[config.mk]
export PLATFORM = sky130hd
export DESIGN_NAME = flag_branch_unit_flat
export DESIGN_NICKNAME = d
export VERILOG_FILES = /design/src/rtl/flag_branch_unit_if.sv /design/src/rtl/flag_branch_unit.sv /design/src/flat_wrapper.sv
export SDC_FILE = /design/constraint.sdc
export NUM_CORES = 1
export LEC_CHECK = 0
export BUFFER_PORTS_ARGS = -buffer_cell sky130_fd_sc_hd__buf_4
export CAP_MARGIN = 20
export CORE_ASPECT_RATIO = 1.2
export CORE_MARGIN = 2
export CORE_UTILIZATION = 32
export CTS_CLUSTER_DIAMETER = 40
export CTS_CLUSTER_SIZE = 14
export DETAILED_ROUTE_END_ITERATION = 16
export MAX_ROUTING_LAYER = met4
export PLACE_DENSITY_LB_ADDON = 0.05
export SETUP_SLACK_MARGIN = 0.15
export SLEW_MARGIN = 20
export SYNTH_ARGS = -nofsm -noshare
export SYNTH_HDL_FRONTEND = slang
export SYNTH_SLANG_ARGS = --single-unit
export TNS_END_PERCENT = 1
[constraint.sdc]
create_clock -name clk -period 4.4 [get_ports clk]
set_input_delay 0.66 -clock clk [delete_from_list [all_inputs] [get_ports clk]]
set_output_delay 0.66 -clock clk [all_outputs]
set_load 0.02 [all_outputs]
[src/rtl/flag_branch_unit_if.sv]
// Retire-side bundle between decoder/ALU and the flag/branch unit.
// The master drives retire controls and ALU flags; the slave returns PC state.
interface flag_branch_unit_if #(
  parameter int unsigned PC_W        = 10,
  parameter int unsigned STACK_DEPTH = 16
) ();

  logic                             en;
  logic                             flag_we;
  logic                             zero_in;
  logic                             carry_in;
  logic [2:0]                       ctl_op;
  logic [1:0]                       cond;
  logic [PC_W-1:0]                  target;
  logic [PC_W-1:0]                  pc;
  logic                             zero_flag;
  logic                             carry_flag;
  logic                             taken;
  logic [$clog2(STACK_DEPTH+1)-1:0] depth;
  logic                             stack_overflow;
  logic                             stack_underflow;

  modport master (
    output en, flag_we, zero_in, carry_in, ctl_op, cond, target,
    input  pc, zero_flag, carry_flag, taken, depth, stack_overflow, stack_underflow
  );

  modport slave (
    input  en, flag_we, zero_in, carry_in, ctl_op, cond, target,
    output pc, zero_flag, carry_flag, taken, depth, stack_overflow, stack_underflow
  );

endinterface

[src/rtl/flag_branch_unit.sv]
// Flag register, program counter and hardware call stack. Branches test the
// flags latched before the retire edge; all outputs come straight from flops.
module flag_branch_unit #(
  parameter int unsigned PC_W        = 10,
  parameter int unsigned STACK_DEPTH = 16
) (
  input logic               clk,
  input logic               rst_n,
  flag_branch_unit_if.slave bus
);

  localparam int unsigned DepthW = $clog2(STACK_DEPTH + 1);
  localparam int unsigned IdxW   = $clog2(STACK_DEPTH);

  typedef enum logic [2:0] {
    OpSeq = 3'd0,
    OpJmp = 3'd1,
    OpBrh = 3'd2,
    OpCal = 3'd3,
    OpRet = 3'd4
  } op_e;

  logic [PC_W-1:0]   r_pc;
  logic              r_zero;
  logic              r_carry;
  logic              r_taken;
  logic [DepthW-1:0] r_depth;
  logic              r_ovf;
  logic              r_unf;
  logic [PC_W-1:0]   r_stack [STACK_DEPTH];

  logic [PC_W-1:0]   w_next_seq;
  logic              w_cond;
  logic              w_full;
  logic              w_empty;
  logic [IdxW-1:0]   w_push_idx;
  logic [IdxW-1:0]   w_pop_idx;
  logic              w_push;
  logic [PC_W-1:0]   w_pc_d;
  logic              w_taken_d;
  logic [DepthW-1:0] w_depth_d;
  logic              w_ovf_d;
  logic              w_unf_d;

  // Next-state selection for PC, stack pointer and error flags.
  always_comb begin
    w_next_seq = r_pc + PC_W'(1);
    w_full     = (r_depth == DepthW'(STACK_DEPTH));
    w_empty    = (r_depth == '0);
    w_push_idx = r_depth[IdxW-1:0];
    w_pop_idx  = IdxW'(r_depth - DepthW'(1));
    w_pc_d     = w_next_seq;
    w_taken_d  = 1'b0;
    w_depth_d  = r_depth;
    w_ovf_d    = r_ovf;
    w_unf_d    = r_unf;
    w_push     = 1'b0;

    case (bus.cond)
      2'd0:    w_cond = r_zero;
      2'd1:    w_cond = ~r_zero;
      2'd2:    w_cond = r_carry;
      default: w_cond = ~r_carry;
    endcase

    case (op_e'(bus.ctl_op))
      OpJmp: begin
        w_pc_d    = bus.target;
        w_taken_d = 1'b1;
      end
      OpBrh: begin
        if (w_cond) begin
          w_pc_d    = bus.target;
          w_taken_d = 1'b1;
        end
      end
      OpCal: begin
        w_pc_d    = bus.target;
        w_taken_d = 1'b1;
        if (w_full) begin
          w_ovf_d = 1'b1;
        end else begin
          w_push    = 1'b1;
          w_depth_d = r_depth + DepthW'(1);
        end
      end
      OpRet: begin
        if (w_empty) begin
          w_unf_d = 1'b1;
        end else begin
          w_pc_d    = r_stack[w_pop_idx];
          w_taken_d = 1'b1;
          w_depth_d = r_depth - DepthW'(1);
        end
      end
      default: ;  // SEQ and reserved encodings fall through to next_seq
    endcase
  end

  // Architectural state; everything holds while en is low.
  always_ff @(posedge clk or negedge rst_n) begin
    if (!rst_n) begin
      r_pc    <= '0;
      r_zero  <= 1'b0;
      r_carry <= 1'b0;
      r_taken <= 1'b0;
      r_depth <= '0;
      r_ovf   <= 1'b0;
      r_unf   <= 1'b0;
    end else if (bus.en) begin
      r_pc    <= w_pc_d;
      r_taken <= w_taken_d;
      r_depth <= w_depth_d;
      r_ovf   <= w_ovf_d;
      r_unf   <= w_unf_d;
      if (bus.flag_we) begin
        r_zero  <= bus.zero_in;
        r_carry <= bus.carry_in;
      end
    end
  end

  // Return-address storage; contents are don't-care after reset.
  always_ff @(posedge clk) begin
    if (bus.en && w_push) begin
      r_stack[w_push_idx] <= w_next_seq;
    end
  end

  assign bus.pc              = r_pc;
  assign bus.zero_flag       = r_zero;
  assign bus.carry_flag      = r_carry;
  assign bus.taken           = r_taken;
  assign bus.depth           = r_depth;
  assign bus.stack_overflow  = r_ovf;
  assign bus.stack_underflow = r_unf;

endmodule

[src/flat_wrapper.sv]
// flat-port wrapper written by rule: the top's interface ports become plain ports
module flag_branch_unit_flat 
#(
  parameter int unsigned PC_W        = 10,
  parameter int unsigned STACK_DEPTH = 16
)
  (clk, rst_n, bus_en, bus_flag_we, bus_zero_in, bus_carry_in, bus_ctl_op, bus_cond, bus_target, bus_pc, bus_zero_flag, bus_carry_flag, bus_taken, bus_depth, bus_stack_overflow, bus_stack_underflow);
  flag_branch_unit_if #(.PC_W(PC_W), .STACK_DEPTH(STACK_DEPTH)) bus_i ();
  input logic clk;
  input logic rst_n;
  input wire logic [$bits(bus_i.en)-1:0] bus_en;
  input wire logic [$bits(bus_i.flag_we)-1:0] bus_flag_we;
  input wire logic [$bits(bus_i.zero_in)-1:0] bus_zero_in;
  input wire logic [$bits(bus_i.carry_in)-1:0] bus_carry_in;
  input wire logic [$bits(bus_i.ctl_op)-1:0] bus_ctl_op;
  input wire logic [$bits(bus_i.cond)-1:0] bus_cond;
  input wire logic [$bits(bus_i.target)-1:0] bus_target;
  output wire logic [$bits(bus_i.pc)-1:0] bus_pc;
  output wire logic [$bits(bus_i.zero_flag)-1:0] bus_zero_flag;
  output wire logic [$bits(bus_i.carry_flag)-1:0] bus_carry_flag;
  output wire logic [$bits(bus_i.taken)-1:0] bus_taken;
  output wire logic [$bits(bus_i.depth)-1:0] bus_depth;
  output wire logic [$bits(bus_i.stack_overflow)-1:0] bus_stack_overflow;
  output wire logic [$bits(bus_i.stack_underflow)-1:0] bus_stack_underflow;
  assign bus_i.en = bus_en;
  assign bus_i.flag_we = bus_flag_we;
  assign bus_i.zero_in = bus_zero_in;
  assign bus_i.carry_in = bus_carry_in;
  assign bus_i.ctl_op = bus_ctl_op;
  assign bus_i.cond = bus_cond;
  assign bus_i.target = bus_target;
  assign bus_pc = bus_i.pc;
  assign bus_zero_flag = bus_i.zero_flag;
  assign bus_carry_flag = bus_i.carry_flag;
  assign bus_taken = bus_i.taken;
  assign bus_depth = bus_i.depth;
  assign bus_stack_overflow = bus_i.stack_overflow;
  assign bus_stack_underflow = bus_i.stack_underflow;
  flag_branch_unit #(.PC_W(PC_W), .STACK_DEPTH(STACK_DEPTH)) u_core (.clk(clk), .rst_n(rst_n), .bus(bus_i));
endmodule
==> results of run 1 <==
==> stage by stage <==
stage,cell area (um^2),util (%)
after global placement,8240,35.5
after floorplan,7550,-
after global routing,8890,38.3
final,8890,38.3
after detailed placement,8250,35.5
after CTS,8870,38.2
==> cell families after synthesis <==
kind of cell / synth area share [%]
flops: 70.2
simple gates: 5.70
mux: 14.9
compound gates: 4.75
buf+inv: 1.79
xor+xnor: 1.61
fa+ha+maj: 0.994
==> sequential cells by signal (all words and copies together) (netlist names) <==
| register | count |
|---|---|
| u_core.bus.carry_flag | 1 |
| u_core.bus.depth | 5 |
| u_core.bus.pc | 10 |
| u_core.bus.stack_overflow | 1 |
| u_core.bus.stack_underflow | 1 |
| u_core.bus.taken | 1 |
| u_core.bus.zero_flag | 1 |
| u_core.r_stack | 160 |
==> where the power goes <==
group          total, W  internal (W)  switching [W]
registers       0.00235       0.00221       0.000139
clock network   0.00163      0.000957       0.000673
logic           0.00228      0.000956        0.00132
total           0.00626       0.00412        0.00214
==> layout make-up <==
type | instances | area (um^2) | area share [%]
Sequential cell | 180 | 5310 | 59.7
Inverter | 10 | 37.5 | 0.422
Clock buffer | 17 | 425 | 4.78
Multi-Input combinational cell | 214 | 2160 | 24.3
Timing Repair Buffer | 49 | 368 | 4.14
Tap cell | 315 | 394 | 4.43
Clock inverter | 15 | 198 | 2.22
==> per-layer routing <==
metal	track usage, %	vias up
met5	-	-
met3	2.94	18
li1	-	1797
met1	21.2	2108
met2	27.9	64
met4	5.19	0
==> worst reg2reg max path, stage by stage, from the launching register on <==
cell	delay [ns]
sky130_fd_sc_hd__dfrtp_1	0.50
sky130_fd_sc_hd__inv_1	0.14
sky130_fd_sc_hd__ha_2	0.96
sky130_fd_sc_hd__buf_4	0.37
sky130_fd_sc_hd__mux4_2	0.34
sky130_fd_sc_hd__mux2i_1	0.21
sky130_fd_sc_hd__o22ai_1	0.11
sky130_fd_sc_hd__a221oi_1	0.23
sky130_fd_sc_hd__a21oi_1	0.11
==> Yosys cell counts (all sizes together), types with 8 or more instances <==
library cell,number,share of area [%]
clkbuf,10,0.50
buf,11,0.79
o22ai,8,0.66
inv,10,0.50
dfrtp,20,6.6
nand2,8,0.40
mux2i,25,3.3
mux4,37,11
a21oi,11,0.73
nor2,26,1.3
edfxtp,160,64
and2,12,0.99
a221oi,9,1.0
==> worst max-delay path by stage <==
stage                             start               end  slack (ns)  cells past startpoint
floorplan           u_core.bus.depth[0]  u_core.bus.pc[9]        1.35                     11
global placement    u_core.bus.depth[1]  u_core.bus.pc[8]        1.21                      7
detailed placement  u_core.bus.depth[1]  u_core.bus.pc[8]        1.23                      8
CTS                 u_core.bus.depth[1]  u_core.bus.pc[8]        1.22                      8
global route        u_core.bus.depth[1]  u_core.bus.pc[8]        1.03                      8
finish              u_core.bus.depth[1]  u_core.bus.pc[8]        1.29                      8
==> results.txt, run 1 <==
----------------------------------------------------
[Placed design]
  Final RePlAce weighted congestion ... 0.735
  Inst Count DP ... 768
  Number of I/O port buffers ... 40
  Worst setup slack after placement ... ~1.2 ns
  Final HPWL DP ... 11.6 mm

[Yosys]
  Post-synthesis instance area ... 0.00755 mm^2
  Number of synthesized flops with an enable pin ... 160
  FF+latch count, synth ... 180
  Main flop type after synthesis ... sky130_fd_sc_hd__edfxtp_1
  Total number of yosys warnings ... 0
  Proportion of synthesized chip area in sequential cells ... approximately 70%
  Number of standard cells after synthesis ... 425
  Proportion of register bits with asynchronous set or reset after synthesis ... 11.1%
  Average instance area after synthesis ... 17.8 um^2
  Post-synthesis cell type count ... 52
  Mapped Nets ... 452

[Timing]
  Upper clock frequency limit ... between 300 and 400 MHz
  Hold slack final ... 0.142 ns
  Maximum clock skew at final layout ... roughly 0.0094 ns
  Transition time of the tightest slew-check pin ... 0.962 ns
  Tightest slew margin relative to the limit ... 35.7%
  Final WS setup ... 1.29 ns
  Setup_tns ... 0 ns
  Number of endpoints with negative hold slack in the final report ... 0
  Clock period minus final worst setup slack ... 3.11 ns
  Unrepaired setup endpoints after global routing ... false
  Max Slew Vio Count ... 0
  Crit share post-route ... 70.6%
  Number of failing setup endpoints in the final timing report ... 0

[Route]
  Detailed-route wire length ... 19.2 mm
  Remaining design rule violation count ... 0
  Detailed-router iteration count before antenna repair ... 4
  Total via count after detailed routing ... around 4k
  Routed wire length on met2 ... 9.82 mm
  Routed wire length per instance ... 24.0 um
  Routed via count divided by cell count ... between 4 and 5
  Remaining number of nets flagged by the antenna check after routing ... 0
  Met1 Routed Length ... about 8.6 mm
  Highest metal layer used by the detailed router ... met4
  Met3 WL post-DR ... around 400 um
  Drt first-iter violations ... approximately 140

[Final layout]
  Share of post-route cells with drive strength above 1 ... 28.0%
  Most frequent cells in the layout ... sky130_fd_sc_hd__edfxtp_1 (160), sky130_fd_sc_hd__buf_4 (49), sky130_fd_sc_hd__mux4_2 (37)
  FILL cells ... 2184
  P&R area growth vs syn ... 17.7%
  Most common cell after layout, fill and taps aside ... sky130_fd_sc_hd__edfxtp_1
  Total inserted antenna cells ... 0
  Count of nets after finishing ... 499
  Cell Count, Final, Fillers Out ... 800

[Critical path]
  Worst path arrival time ... 3.39 ns
  Data required time at the worst endpoint ... about 4.7 ns
  Largest fanout on the critical path ... 31
  Reg-to-reg critical path endpoint ... u_core.bus.pc[8]
  Number of cell instances on the worst register-to-register path ... 8
  FF-to-FF Start ... u_core.bus.depth[1]
  Cell type group with the largest total delay on the critical path ... adder cells
  Count of buffer and inverter cells on the critical path ... 2
  Start-to-end type of the worst setup path ... flop to flop
  Largest stage delay on the critical path ... 0.96 ns
  Slowest stage cell, crit path ... sky130_fd_sc_hd__ha_2
  Nature of the critical path endpoint ... flop
  Type of origin of the critical path ... flop
  Critical-path cell list ... inv_1 -> ha_2 -> buf_4 -> mux4_2 -> mux2i_1 -> o22ai_1 -> a221oi_1 -> a21oi_1
  Setup slack on the worst flop-to-flop path ... 1.29 ns

[Pwr]
  Final Power ... 0.00626 W
  Pleak ... 3.01 nW
  Total power density per cell area ... 704 mW/mm^2
  Maximum vdd drop ... ~0.25 mV

[Clock network]
  Clock insertion delay at the later pin of the skew report ... around 0.42 ns
  Root buffer cell ... sky130_fd_sc_hd__clkbuf_16
  Number of buffers created by CTS ... 17
  Buffer depth of the longest clock path ... 2
  Clock transition at path regs ... 0.07 ns
  CTS hold repair buffers ... 0
  # resized after CTS ... 0
  Buffer count from post-CTS setup fixing ... 0
  CTS tree ... yes
  Deepest level of the CTS H-tree ... 4
  Number of clock sinks seen by CTS ... 180

[Floorplanning]
  Width of the chip ... 144 um
  Total number of placement rows ... 61
  Initial Utilization ... 32.6%
  I/O pins ... 41
  Core outline area ... 0.0232 mm^2
  DIE HEIGHT ... 172 um
  Die ar. ... 0.0249 mm^2

[Flow run]
  Number of maximum-capacitance violations ... 0

[Global routing]
  Number of global-route vias before repair ... 4149
  Antenna violations before repair ... 0
  Largest net degree at the start of global routing ... 50
  Grt ovf ... 0
  Total routing resource utilization after global routing ... 16.8%
  Wire length of the first global-routing pass ... 28.1 mm

[Min path]
  Path category of the worst min-delay check ... primary input to async pin

[Run status]
  Outcome ... completed

----------------------------------------------------
Note: power is estimated with default switching activity, not from simulation.
==> run 2: changes to the inputs <==
clock period = 2.82 ns   (was 4.4 ns; I/O delays follow)
==> results.txt, run 2 (synthesis gave the netlist of run 1 again) <==
----------------------------------------------------
[Final layout]
  FILL cells ... 2178 (-0.27%)
  Most flop-heavy register ... u_core.r_stack
  Fraction of the core area covered by cells at the end of the flow ... 39.0% (+0.67 points)
  Total inserted antenna cells ... 0 (unchanged)
  Count of nets after finishing ... 524 (+5.0%)
  Most common cell after layout, fill and taps aside ... sky130_fd_sc_hd__edfxtp_1
  Most frequent cells in the layout ... sky130_fd_sc_hd__edfxtp_1 (160), sky130_fd_sc_hd__buf_4 (70), sky130_fd_sc_hd__mux4_2 (37)
  Flip-flop count of the largest register, all copies and words added ... 160 (unchanged)
  Share of post-route cells with drive strength above 1 ... 30.6% (+2.5 points)
  Cell Count, Final, Fillers Out ... 825 (+3.1%)
  P&R area growth vs syn ... 19.8%

[Timing]
  Max Slew Vio Count ... 0 (unchanged)
  Maximum clock skew at final layout ... 0.0126 ns (+0.00321 ns)
  Transition time of the tightest slew-check pin ... 0.714 ns (-0.248 ns)
  Tightest slew margin relative to the limit ... 52.1% (+16 points)
  Setup_tns ... 0 ns (unchanged)
  Number of endpoints with negative hold slack in the final report ... 0 (unchanged)
  Final WS setup ... 0.432 ns (-0.860 ns)
  Upper clock frequency limit ... 419 MHz (+30%)
  Unrepaired setup endpoints after global routing ... false
  Clock period minus final worst setup slack ... 2.39 ns (-0.720 ns)
  Number of failing setup endpoints in the final timing report ... 0 (unchanged)
  Crit share post-route ... 84.7% (+14 points)

[Placed design]
  Final HPWL DP ... 12.4 mm (+6.4%)
  Final RePlAce weighted congestion ... 0.727 (-1.1%)
  Number of I/O port buffers ... 40 (unchanged)
  Inst Count DP ... 792 (+3.1%)
  Worst setup slack after placement ... 0.435 ns (-0.793 ns)

[Critical path]
  Slowest stage cell, crit path ... sky130_fd_sc_hd__or4b_1
  Cell type group with the largest total delay on the critical path ... compound AO/OA/AOI/OAI gates
  Number of cell instances on the worst register-to-register path ... 7 (-1)
  Number of logic stages on the critical path including buffering ... 7 (-1)
  Critical-path cell list ... inv_1 -> ha_2 -> or4b_1 -> o211ai_2 -> a211oi_1 -> a211oi_1 -> a22oi_2
  Type of origin of the critical path ... flop
  Largest fanout on the critical path ... 10 (-68%)
  Most prevalent standard cell on the critical path ... sky130_fd_sc_hd__a211oi_1
  Start-to-end type of the worst setup path ... flop to flop
  Nature of the critical path endpoint ... flop
  Count of buffer and inverter cells on the critical path ... 1 (-1)
  Largest stage delay on the critical path ... 0.55 ns (-0.41 ns)
  Data required time at the worst endpoint ... 3.12 ns (-1.56 ns)
  Worst path arrival time ... 2.69 ns (-0.70 ns)

[Floorplanning]
  Initial Utilization ... 32.6% (unchanged)
  Total number of placement rows ... 61 (unchanged)
  DIE HEIGHT ... 172 um (unchanged)
  I/O pins ... 41 (unchanged)
  Width of the chip ... 144 um (unchanged)
  Core outline area ... 0.0232 mm^2 (unchanged)
  Die ar. ... 0.0249 mm^2 (unchanged)

[Pwr]
  Pleak ... 3.13 nW (+4.1%)
  Maximum vdd drop ... 0.462 mV (+82%)
  Total power density per cell area ... 1070 mW/mm^2 (+52%)
  Net Sw Frac ... 35.7% (+1.6 points)
  Proportion of power drawn by combinational gates ... 38.6% (+2.2 points)
  Cell internal power dissipation ... 0.00624 W (+51%)
  Fraction of power consumed by the clock network ... 23.9% (-2.1 points)
  Net switching power figure ... 0.00347 W (+62%)
  Relative contribution of sequential cells to total power ... 37.5% (about the same)

[Global routing]
  Grt ovf ... 0 (unchanged)
  Antenna violations before repair ... 0 (unchanged)
  Total routing resource utilization after global routing ... 16.8% (about the same)
  Number of global-route vias before repair ... 4308 (+3.8%)
  Wire length of the first global-routing pass ... 28.1 mm (about the same)
  Largest net degree at the start of global routing ... 50 (unchanged)

[Clock network]
  Root buffer cell ... sky130_fd_sc_hd__clkbuf_16
  Buffer count from post-CTS setup fixing ... 0 (unchanged)
  Number of clock sinks seen by CTS ... 180 (unchanged)
  CTS tree ... yes
  Deepest level of the CTS H-tree ... 4 (unchanged)
  Buffer depth of the longest clock path ... 2 (unchanged)
  Clock insertion delay at the later pin of the skew report ... 0.43 ns (about the same)
  # resized after CTS ... 0 (unchanged)
  Clock transition at path regs ... 0.07 ns (about the same)
  Number of buffers created by CTS ... 17 (unchanged)

[Route]
  Total via count after detailed routing ... 4128 (+3.5%)
  Routed wire length per instance ... 23.2 um (-3.5%)
  Remaining design rule violation count ... 0 (unchanged)
  Routed via count divided by cell count ... 5.00 (+0.40%)
  Detailed-route wire length ... 19.1 mm (-0.47%)
  Detailed-router iteration count before antenna repair ... 4 (unchanged)
  Remaining number of nets flagged by the antenna check after routing ... 0 (unchanged)
  Drt first-iter violations ... 304 (+110%)

[Min path]
  Instance count along the most critical hold path ... 2
  Path category of the worst min-delay check ... primary input to flop

[Run status]
  Outcome ... completed

[Flow run]
  Number of maximum-capacitance violations ... 0 (unchanged)

----------------------------------------------------
-- run 2: worst reg2reg max path, delay by kind of cell (launching register included) --
family / cells / cell delay (ns)
buffers and inverters: 1 / 0.12
and+or+nand+nor: 1 / 0.55
DFF: 1 / 0.42
adders and majority gates: 1 / 0.27
AOI/OAI and AO/OA: 4 / 0.90
-- run 2: routing by layer --
| layer | part of all wire (%) | vias to the layer above | GRT usage (%) |
|---|---|---|---|
| li1 | - | 1856 | - |
| met1 | 42 | 2170 | 19.8 |
| met2 | 53 | 83 | 29.1 |
| met3 | 3.1 | 19 | 2.85 |
| met4 | 2.2 | 0 | 6.16 |
| met5 | 0 | - | - |
-- run 2: power by group through the flow --
stage	clock (W)	sequential, W	combinational (W)
finish	0.00232	0.00364	0.00374
global route	0.00250	0.00367	0.00406
CTS	0.00239	0.00364	0.00387
detailed placement	0	0.00370	0.00386
global placement	0	0.00369	0.00384
floorplan	0	0.00376	0.00233
-- run 2: worst paths after layout --
path / endpoint / startpoint / slack, ns
max in group asynchronous: u_core.bus.depth[0] / rst_n / 2.11
hold / removal: u_core.bus.zero_flag / bus_zero_in / 0.22
setup reg to reg: u_core.bus.pc[7] / u_core.bus.depth[0] / 0.43
hold reg to reg: u_core.bus.stack_overflow / u_core.bus.stack_overflow / 0.47
min in group asynchronous: u_core.bus.depth[3] / rst_n / 0.44
setup / recovery: u_core.bus.pc[7] / u_core.bus.depth[0] / 0.43
-- run 2: timing repair --
action	in CTS	in global routing
setup endpoints to repair	0	0
hold buffers	1	0
hold endpoints to repair	20	0
-- run 2: final cells by class --
class                   instances  area [um^2]  share of cell area [%]
multi-input cells             214         2140                    23.6
repair buffers                 74          596                    6.58
inverters                      10         37.5                   0.415
well taps                     315          394                    4.36
flip-flops and latches        180         5310                    58.6
clock buffers                  17          425                    4.70
clock inverters                15          154                    1.70
-- run 2: per-stage QoR --
step                      cell area, um^2  hold slack, ns  power [W]
after global routing                 9050           0.200     0.0102
after CTS                            9050           0.205    0.00990
final                                9050           0.224    0.00971
after floorplan                      7580           0.127    0.00609
after global placement               8450           0.340    0.00753
after detailed placement             8460           0.355    0.00756
